## config.mk

```make
export PLATFORM = sky130hd
export DESIGN_NAME = fetcher
export DESIGN_NICKNAME = d
export VERILOG_FILES = /design/src/rtl/fetcher.sv
export SDC_FILE = /design/constraint.sdc
export NUM_CORES = 1
export LEC_CHECK = 0
export CAP_MARGIN = 10
export CORE_MARGIN = 3
export CORE_UTILIZATION = 43
export CTS_BUF_LIST = sky130_fd_sc_hd__clkbuf_4
export CTS_CLUSTER_DIAMETER = 100
export DETAILED_ROUTE_END_ITERATION = 10
export HOLD_SLACK_MARGIN = 0.12
export PLACE_DENSITY = 0.75
export SKIP_LAST_GASP = 1
export SYNTH_ARGS = -nofsm -noshare
export SYNTH_HDL_FRONTEND = slang
export SYNTH_SLANG_ARGS = --single-unit
```

## constraint.sdc

```tcl
create_clock -name CLK -period 8.9 [get_ports CLK]
set_input_delay 0.89 -clock CLK [delete_from_list [all_inputs] [get_ports CLK]]
set_output_delay 0.89 -clock CLK [all_outputs]
set_load 0.01 [all_outputs]
```

## src/rtl/fetcher.sv

```systemverilog
// fetcher: instruction fetch stage feeding the decoder.
//
// Owns the fetch PC and issues one single-beat read at a time to
// instruction memory. Returned words go into a small prefetch queue whose
// head is presented to the decoder over a valid/ready handshake. A redirect
// from execute flushes the queue, restarts fetch at REDIRECT_PC, and discards
// any response still in flight.
//
// Parameters:
//   QUEUE_DEPTH  prefetch queue entries (power of two, >= 2)
//   RESET_PC     byte address of the first fetch after reset
//
// Ports:
//   CLK, RSTN                 clock, asynchronous active-low reset
//   IMEM_REQ, IMEM_ADDR       registered one-cycle read request + byte address
//   IMEM_RVALID, IMEM_RDATA   read response (>= 1 cycle after the request)
//   REDIRECT, REDIRECT_PC     execute-stage redirect strobe + new fetch address
//   INST_VALID, INST_READY    decoder handshake on the queue head
//   INST, INST_PC             queue head instruction and its byte address
//
// Optional build macro FETCHER_PERF_EN adds:
//   PERF_FETCHED    instructions handed to the decoder (saturating)
//   PERF_DISCARDED  flushed queue entries + dropped responses (saturating)

module fetcher #(
    parameter int          QUEUE_DEPTH = 2,
    parameter logic [31:0] RESET_PC    = 32'h0
) (
    input  logic        CLK,
    input  logic        RSTN,
    output logic        IMEM_REQ,
    output logic [31:0] IMEM_ADDR,
    input  logic        IMEM_RVALID,
    input  logic [31:0] IMEM_RDATA,
    input  logic        REDIRECT,
    input  logic [31:0] REDIRECT_PC,
    output logic        INST_VALID,
    input  logic        INST_READY,
    output logic [31:0] INST,
    output logic [31:0] INST_PC
`ifdef FETCHER_PERF_EN
    ,
    output logic [31:0] PERF_FETCHED,
    output logic [31:0] PERF_DISCARDED
`endif
);

    localparam int PW = (QUEUE_DEPTH > 1) ? $clog2(QUEUE_DEPTH) : 1;
    localparam int CW = PW + 1;   // occupancy counter holds 0..QUEUE_DEPTH
    localparam int OW = CW + 1;   // headroom for count + push - pop

    typedef enum logic [1:0] {
        S_IDLE  = 2'd0,
        S_WAIT  = 2'd1,
        S_DRAIN = 2'd2
    } state_t;

    state_t        state_q, state_d;
    logic [31:0]   fetch_pc_q;
    logic [PW-1:0] rd_ptr_q, wr_ptr_q;
    logic [CW-1:0] count_q;
    logic [31:0]   q_inst [QUEUE_DEPTH];
    logic [31:0]   q_pc   [QUEUE_DEPTH];

    logic          rsp_hit, push, pop, issue;
    logic [OW-1:0] occ_next;
    logic [31:0]   push_pc;
    logic [CW-1:0] cnt_after_pop;
    logic [PW-1:0] rd_next;
    logic          head_valid_d;
    logic [31:0]   head_inst_d, head_pc_d;

    // The low two redirect address bits never reach the PC.
    logic unused_redirect_lsbs;
    assign unused_redirect_lsbs = ^REDIRECT_PC[1:0];

    // ---------------- FSM: state register ----------------
    always_ff @(posedge CLK or negedge RSTN) begin
        if (!RSTN) state_q <= S_IDLE;
        else       state_q <= state_d;
    end

    // ---------------- FSM: next state ----------------
    always_comb begin
        state_d = state_q;
        case (state_q)
            S_IDLE:  if (issue) state_d = S_WAIT;
            S_WAIT: begin
                // A response frees the slot; the next issue may be decided in
                // the same cycle. With REDIRECT, issue is 0 so this lands in IDLE.
                if (IMEM_RVALID)   state_d = issue ? S_WAIT : S_IDLE;
                else if (REDIRECT) state_d = S_DRAIN;
            end
            S_DRAIN: if (IMEM_RVALID) state_d = S_IDLE;
            default: state_d = S_IDLE;
        endcase
    end

    // ---------------- FSM: outputs / datapath controls ----------------
    always_comb begin
        rsp_hit  = (state_q == S_WAIT) && IMEM_RVALID;
        push     = rsp_hit && !REDIRECT;
        // A handshake coinciding with a redirect is void.
        pop      = INST_VALID && INST_READY && !REDIRECT;
        occ_next = {1'b0, count_q} + OW'(push) - OW'(pop);
        // Space is reserved at issue time so the response can always be pushed.
        issue    = !REDIRECT && ((state_q == S_IDLE) || rsp_hit)
                   && (occ_next < OW'(QUEUE_DEPTH));
        push_pc  = fetch_pc_q - 32'd4;
    end

    // ---------------- fetch PC and request ----------------
    always_ff @(posedge CLK or negedge RSTN) begin
        if (!RSTN) begin
            fetch_pc_q <= RESET_PC;
            IMEM_REQ   <= 1'b0;
            IMEM_ADDR  <= 32'h0;
        end else begin
            IMEM_REQ <= issue;
            if (issue) IMEM_ADDR <= fetch_pc_q;
            if (REDIRECT)   fetch_pc_q <= {REDIRECT_PC[31:2], 2'b00};
            else if (issue) fetch_pc_q <= fetch_pc_q + 32'd4;
        end
    end

    // ---------------- prefetch queue ----------------
    always_ff @(posedge CLK or negedge RSTN) begin
        if (!RSTN) begin
            rd_ptr_q <= '0;
            wr_ptr_q <= '0;
            count_q  <= '0;
        end else if (REDIRECT) begin
            rd_ptr_q <= '0;
            wr_ptr_q <= '0;
            count_q  <= '0;
        end else begin
            if (push) wr_ptr_q <= wr_ptr_q + PW'(1);
            if (pop)  rd_ptr_q <= rd_ptr_q + PW'(1);
            count_q <= occ_next[CW-1:0];
        end
    end

    always_ff @(posedge CLK) begin
        if (push) begin
            q_inst[wr_ptr_q] <= IMEM_RDATA;
            q_pc[wr_ptr_q]   <= push_pc;
        end
    end

    // Registered head: precompute what the head will be after this edge so
    // the outputs come straight from flops. An empty queue taking a push
    // bypasses the storage array.
    always_comb begin
        cnt_after_pop = count_q - CW'(pop);
        rd_next       = rd_ptr_q + PW'(pop);
        head_valid_d  = 1'b0;
        head_inst_d   = INST;
        head_pc_d     = INST_PC;
        if (!REDIRECT) begin
            head_valid_d = (cnt_after_pop != '0) || push;
            if (cnt_after_pop != '0) begin
                head_inst_d = q_inst[rd_next];
                head_pc_d   = q_pc[rd_next];
            end else if (push) begin
                head_inst_d = IMEM_RDATA;
                head_pc_d   = push_pc;
            end
        end
    end

    always_ff @(posedge CLK or negedge RSTN) begin
        if (!RSTN) begin
            INST_VALID <= 1'b0;
            INST       <= 32'h0;
            INST_PC    <= 32'h0;
        end else begin
            INST_VALID <= head_valid_d;
            INST       <= head_inst_d;
            INST_PC    <= head_pc_d;
        end
    end

`ifdef FETCHER_PERF_EN
    // ---------------- performance counters ----------------
    logic          drop;
    logic [OW-1:0] disc_inc;
    logic [32:0]   disc_sum;

    always_comb begin
        drop     = IMEM_RVALID && ((state_q == S_DRAIN) || ((state_q == S_WAIT) && REDIRECT));
        disc_inc = (REDIRECT ? {1'b0, count_q} : '0) + OW'(drop);
        disc_sum = {1'b0, PERF_DISCARDED} + 33'(disc_inc);
    end

    always_ff @(posedge CLK or negedge RSTN) begin
        if (!RSTN) begin
            PERF_FETCHED   <= 32'h0;
            PERF_DISCARDED <= 32'h0;
        end else begin
            if (pop && (PERF_FETCHED != 32'hFFFF_FFFF))
                PERF_FETCHED <= PERF_FETCHED + 32'd1;
            PERF_DISCARDED <= disc_sum[32] ? 32'hFFFF_FFFF : disc_sum[31:0];
        end
    end
`endif

endmodule

```

After elaboration in Yosys (flattened, before gate mapping)
Memories as Yosys holds them, arrays and structs flattened. Index checks and enable logic that the tools add are counted.

Bitwise logic cells: 1. Equality and inequality tests: 5. Muxes and demuxes: 20. Reductions and logical operators: 17. Order comparisons: 1. Add/subtract/negate cells: 8.

Operator list (number): $mux 32 (6); $add 32x3->32 const B (1); $sub 32x3->32 const B (1); $mux 2 (5); $reduce_bool 2->1 (5); $mux 1 (8); $logic_and 1x1->1 (6); $pmux 2 s3 (1); $ne 2x2->1 const B (2); $add 2x1->3 (1); $lt 3x2->1 const B (1); $ne 3x3->1 const B (1); $reduce_and 3->1 (1); $sub 3x1->3 (1); $add 1x1->1 const B (2); $eq 2x1->1 const B (1); $eq 2x2->1 const B (1); $logic_not 2->1 (1); $logic_or 1x1->1 (2); $reduce_and 2->1 (1); $sub 2x1->2 (1); $add 1x1->1 (1); $logic_not 1->1 (1); $not 1->1 (1).

Output and inout port bits: 98. Input bits: 69. Memories: 2. Memory bits (writable): 128. Flip-flop bits (word level): 136.

Memory list: q_inst (words 2, width 32, rd ports 1, clocked after Yosys merged registers in 0, wr ports 1, RTL line 62) `logic [31:0] q_inst [QUEUE_DEPTH];`; q_pc (words 2, width 32, rd ports 1, clocked after Yosys merged registers in 0, wr ports 1, RTL line 63) `logic [31:0] q_pc [QUEUE_DEPTH];`.

Logic depth before layout (Yosys ltp)
Depth after elaboration: 10. Mapped depth: 14. Mapped depth without buffers: 13.

Worst setup path before layout
OpenSTA, ideal clock, no wires.

Path type: in2reg. From: in REDIRECT. To: mem q_inst[0][0] (enable). Data required time: 8.418 ns. Arrival time: 4.009 ns. Setup slack: 4.409 ns. Library setup time: 0.482 ns. Cell stages on the path: 4. Path through: clkbuf_1 > nor2_1 > inv_1 > nor2_1.

Cells in the longest elaborated chain, start to end: 4.

Ends and longest elaborated chain: start, declared (RTL line 35) `input logic REDIRECT,`; $logic_not 1->1; $logic_and 1x1->1 (RTL line 102) `push = rsp_hit && !REDIRECT;`; $mux 1 (RTL line 144) `if (push) begin`; $mux 1 (not written as such) (RTL line 145) `q_inst[wr_ptr_q] <= IMEM_RDATA;`; end, declared (RTL line 62).

No other way between the ends.

Final worst setup path
From: in REDIRECT. To: reg INST_PC[20].

Cells in the longest elaborated chain, start to end: 6. Elaborated cells between the ends (all ways): 11.

Ends and longest elaborated chain: $logic_not 1->1; $logic_and 1x1->1 (RTL line 104) `pop = INST_VALID && INST_READY && !REDIRECT;`; $sub 2x1->2 (RTL line 154) `cnt_after_pop = count_q - CW'(pop);`; $reduce_bool 2->1 (RTL line 161) `if (cnt_after_pop != '0) begin`; $reduce_bool 2->1 (no line); $reduce_and 2->1 (no line); end signal, assigned (RTL line 179) `INST_PC <= head_pc_d;`; end, declared (RTL line 40) `output logic [31:0] INST_PC`.

Parallel ways exist; a longest one is shown, timed or not. A chain may end at the register's enable or synchronous reset.

==> results.md <==
- Area post-placement: 12900 um2
- Place WS: 3560 ps
- YS warnings: 0
- Sw power: approximately 1.3 mW
- Logic pwr share: 0.323
- CTS Buf Count: a little under 70
- Total of max-cap violations: 0
- Pleak: between 5 and 6 nW
- CP max FO: 57
- Buffers plus inverters on the worst setup path: 3
- Clk slew on worst S/H paths: 60 ps
- Part of the power in registers: 0.426
- Slew @ Worst Pin: 1150 ps
- Layout Cell Area excl Fill: 13800 um2
- CP Class: primary input to flip-flop
- Clock tree buffer depth: 3
- Gr usage total: 0.197
- Core Area: 25300 um2
- Critical-path cell list: buf_2, inv_1, o31a_1, nor2_4, inv_1, nand2_2, o221a_2
- Total congestion overflow: 0
- Type of the tightest min-delay check: primary input to async pin
- Max incr delay on CP: 990 ps
- Mapped cell area: 11100 um2
- HPWL after DPL: between 15 and 20 mm
- Initial antenna violation count: 2
- Number of flops mapped to enable cells by yosys: around 120
- Drt total wl: 27.5 mm
- Synthesized flop and latch total: 254
- Post-synthesis async set-or-reset flop share: 0.512
- CTS Root Buffer Type: clkbuf_4
- Commonest non-fill, non-tap cell in the layout: nand2_1
- Crit end category: flip-flop
- Syn Area/Cell: 11.6 um2
- RSZ-0062 raised after global routing: false
- Setup total negative slack: 0 ps
- Final #Nets: 1207
- Commonest cells after routing, fill and taps aside: nand2_1, clkdlybuf4s50_1, dfrtp_1
- CP top delay family: buffers and inverters
- Critical path's most frequent cell: inv_1
- Vias in the first global route: 8319
- Area growth, synth to finish: 23.8%
- Vias per cell: 5.37
- Sw frac: 0.322
- RePlAce Congestion: 0.792
- Pwr dens: 290 nW/um2
- VDD IR max: 0.152 mV
- Die width: 167 um
- Status: completed
- Avg WL per Cell: ~18 um
- Fin crit period: 4660 ps
- H-tree Lvls: 3
- Fmax: roughly 210 MHz
- Num rows: 58
- Fin. max-slew vios: 0
- Post-CTS Setup Bufs: 0
- Clock power share: 0.251
- Io pins: 167
- Synth Flop Type: dfrtp_1
- Post-synthesis sequential area ratio: 0.627
- Largest net degree at the start of global routing: 79
- Clk Latency, worst-skew pair: 650 ps
- Num Clock Sinks: 254
- Crit share post-route: 0.523
- Startpoint Class: primary input
- DRT Pass-1 Iters: 4
- TritonCTS clock tree: built
- Arrival time worst endpoint: 5220 ps
- Fillers: 2192
- Final hold violation count: 0
- Slowest-stage cell, CP: nor2_4
- Synth cell types: 63
- Die area: 27800 um2
- Global-route wire length before repair: 44.1 mm
- Worst setup margin: about 4200 ps
- DR vias: ~8100
- Final setup viols: 0
- DRC: 0
- Post-Syn Instances: 960
- Die height: 167 um
- Required time of the critical path: 9460 ps
- Int Pwr: 2.70 mW
- Resize count post-CTS: 0
- Layout cells sized above 1: 0.161
- Count of input and output buffers: between 150 and 200
- Post-CTS Hold Buffers: 0
- Detailed Route Iter0 Violations: 496
- Relative slew margins: 0.229
- Clock Skew: 32.7 ps
- Initial Util: 0.439
- DRT antenna net count: 0
-- routing by layer --
metal	up-vias	global-route usage	routed length [um]
li1	3822	-	-
met1	3961	0.264	12000
met2	326	0.314	13100
met3	36	0.0520	1970
met4	0	0.0642	422
met5	-	0	0
-- power groups by stage --
stage	registers (mW)	logic [mW]	clock network (mW)
floorplan	1.76	0.581	0
global placement	1.71	1.27	0
detailed placement	1.72	1.30	0
CTS	1.70	1.30	1.03
global route	1.73	1.40	1.10
finish	1.70	1.29	1.00
-- Yosys cell counts, types with 9 or more instances --
library cell  number  area, um2
nand3_1           34        170
nand4_1           10       62.6
nor3_1            13       65.1
nor2_1            29        109
xor2_1            34        298
edfxtp_1         124       3720
clkbuf_1          43        161
dfrtp_1          130       3250
mux2_2            34        383
o221a_2           13        146
and3_1            43        269
buf_4              9       67.6
nand2_1          191        717
o21ai_0           98        490
a21oi_1            9       45.0
or4_1             10       75.1
inv_1             12       45.0
xnor2_1           18        158
-- kinds of logic after synthesis --
logic type,share of synthesized area
AOI/OAI and AO/OA,0.0865
other,0.000337
xor gates and xnor gates,0.0409
muxes,0.0362
buffers and inverters,0.0357
DFF,0.627
adders and majority gates,0.00630
and+or+nand+nor,0.167
-- layout make-up --
type	instances	area, um2	share of cell area
Inverter	12	45.0	0.00327
Tap cell	330	413	0.0300
Timing Repair Buffer	168	1660	0.120
Antenna cell	2	5.00	0.000363
Multi-Input combinational cell	629	3820	0.277
Clock buffer	104	781	0.0567
Sequential cell	254	6980	0.507
Clock inverter	18	73.8	0.00536
-- stage by stage --
step,power [mW],instances,hold slack (ps),utilization
finish,3.99,1517,250,0.544
detailed placement,3.02,1393,470,0.510
floorplan,2.34,963,516,-
global placement,2.98,1393,463,0.510
global route,4.24,1517,234,0.544
CTS,4.04,1515,217,0.543
-- registers in the layout, indices dropped and copies added (netlist names) --
signal,cells
count_q,2
INST,32
q_inst,64
IMEM_ADDR,30
rd_ptr_q,1
INST_PC,30
IMEM_REQ,1
q_pc,60
fetch_pc_q,30
INST_VALID,1
wr_ptr_q,1
state_q,2
-- final timing paths --
path                       startpoint              to  slack (ps)  depth (start not counted)
min in group CLK              INST[3]         INST[3]         480                          2
setup / recovery             REDIRECT     INST_PC[20]        4240                          7
hold / removal                   RSTN        INST[21]         250                          1
hold reg to reg               INST[3]         INST[3]         480                          2
setup reg to reg           state_q[1]  fetch_pc_q[31]        4660                         13
max in group asynchronous        RSTN   IMEM_ADDR[17]        7250                          2
(Power assumes the default switching activity.)
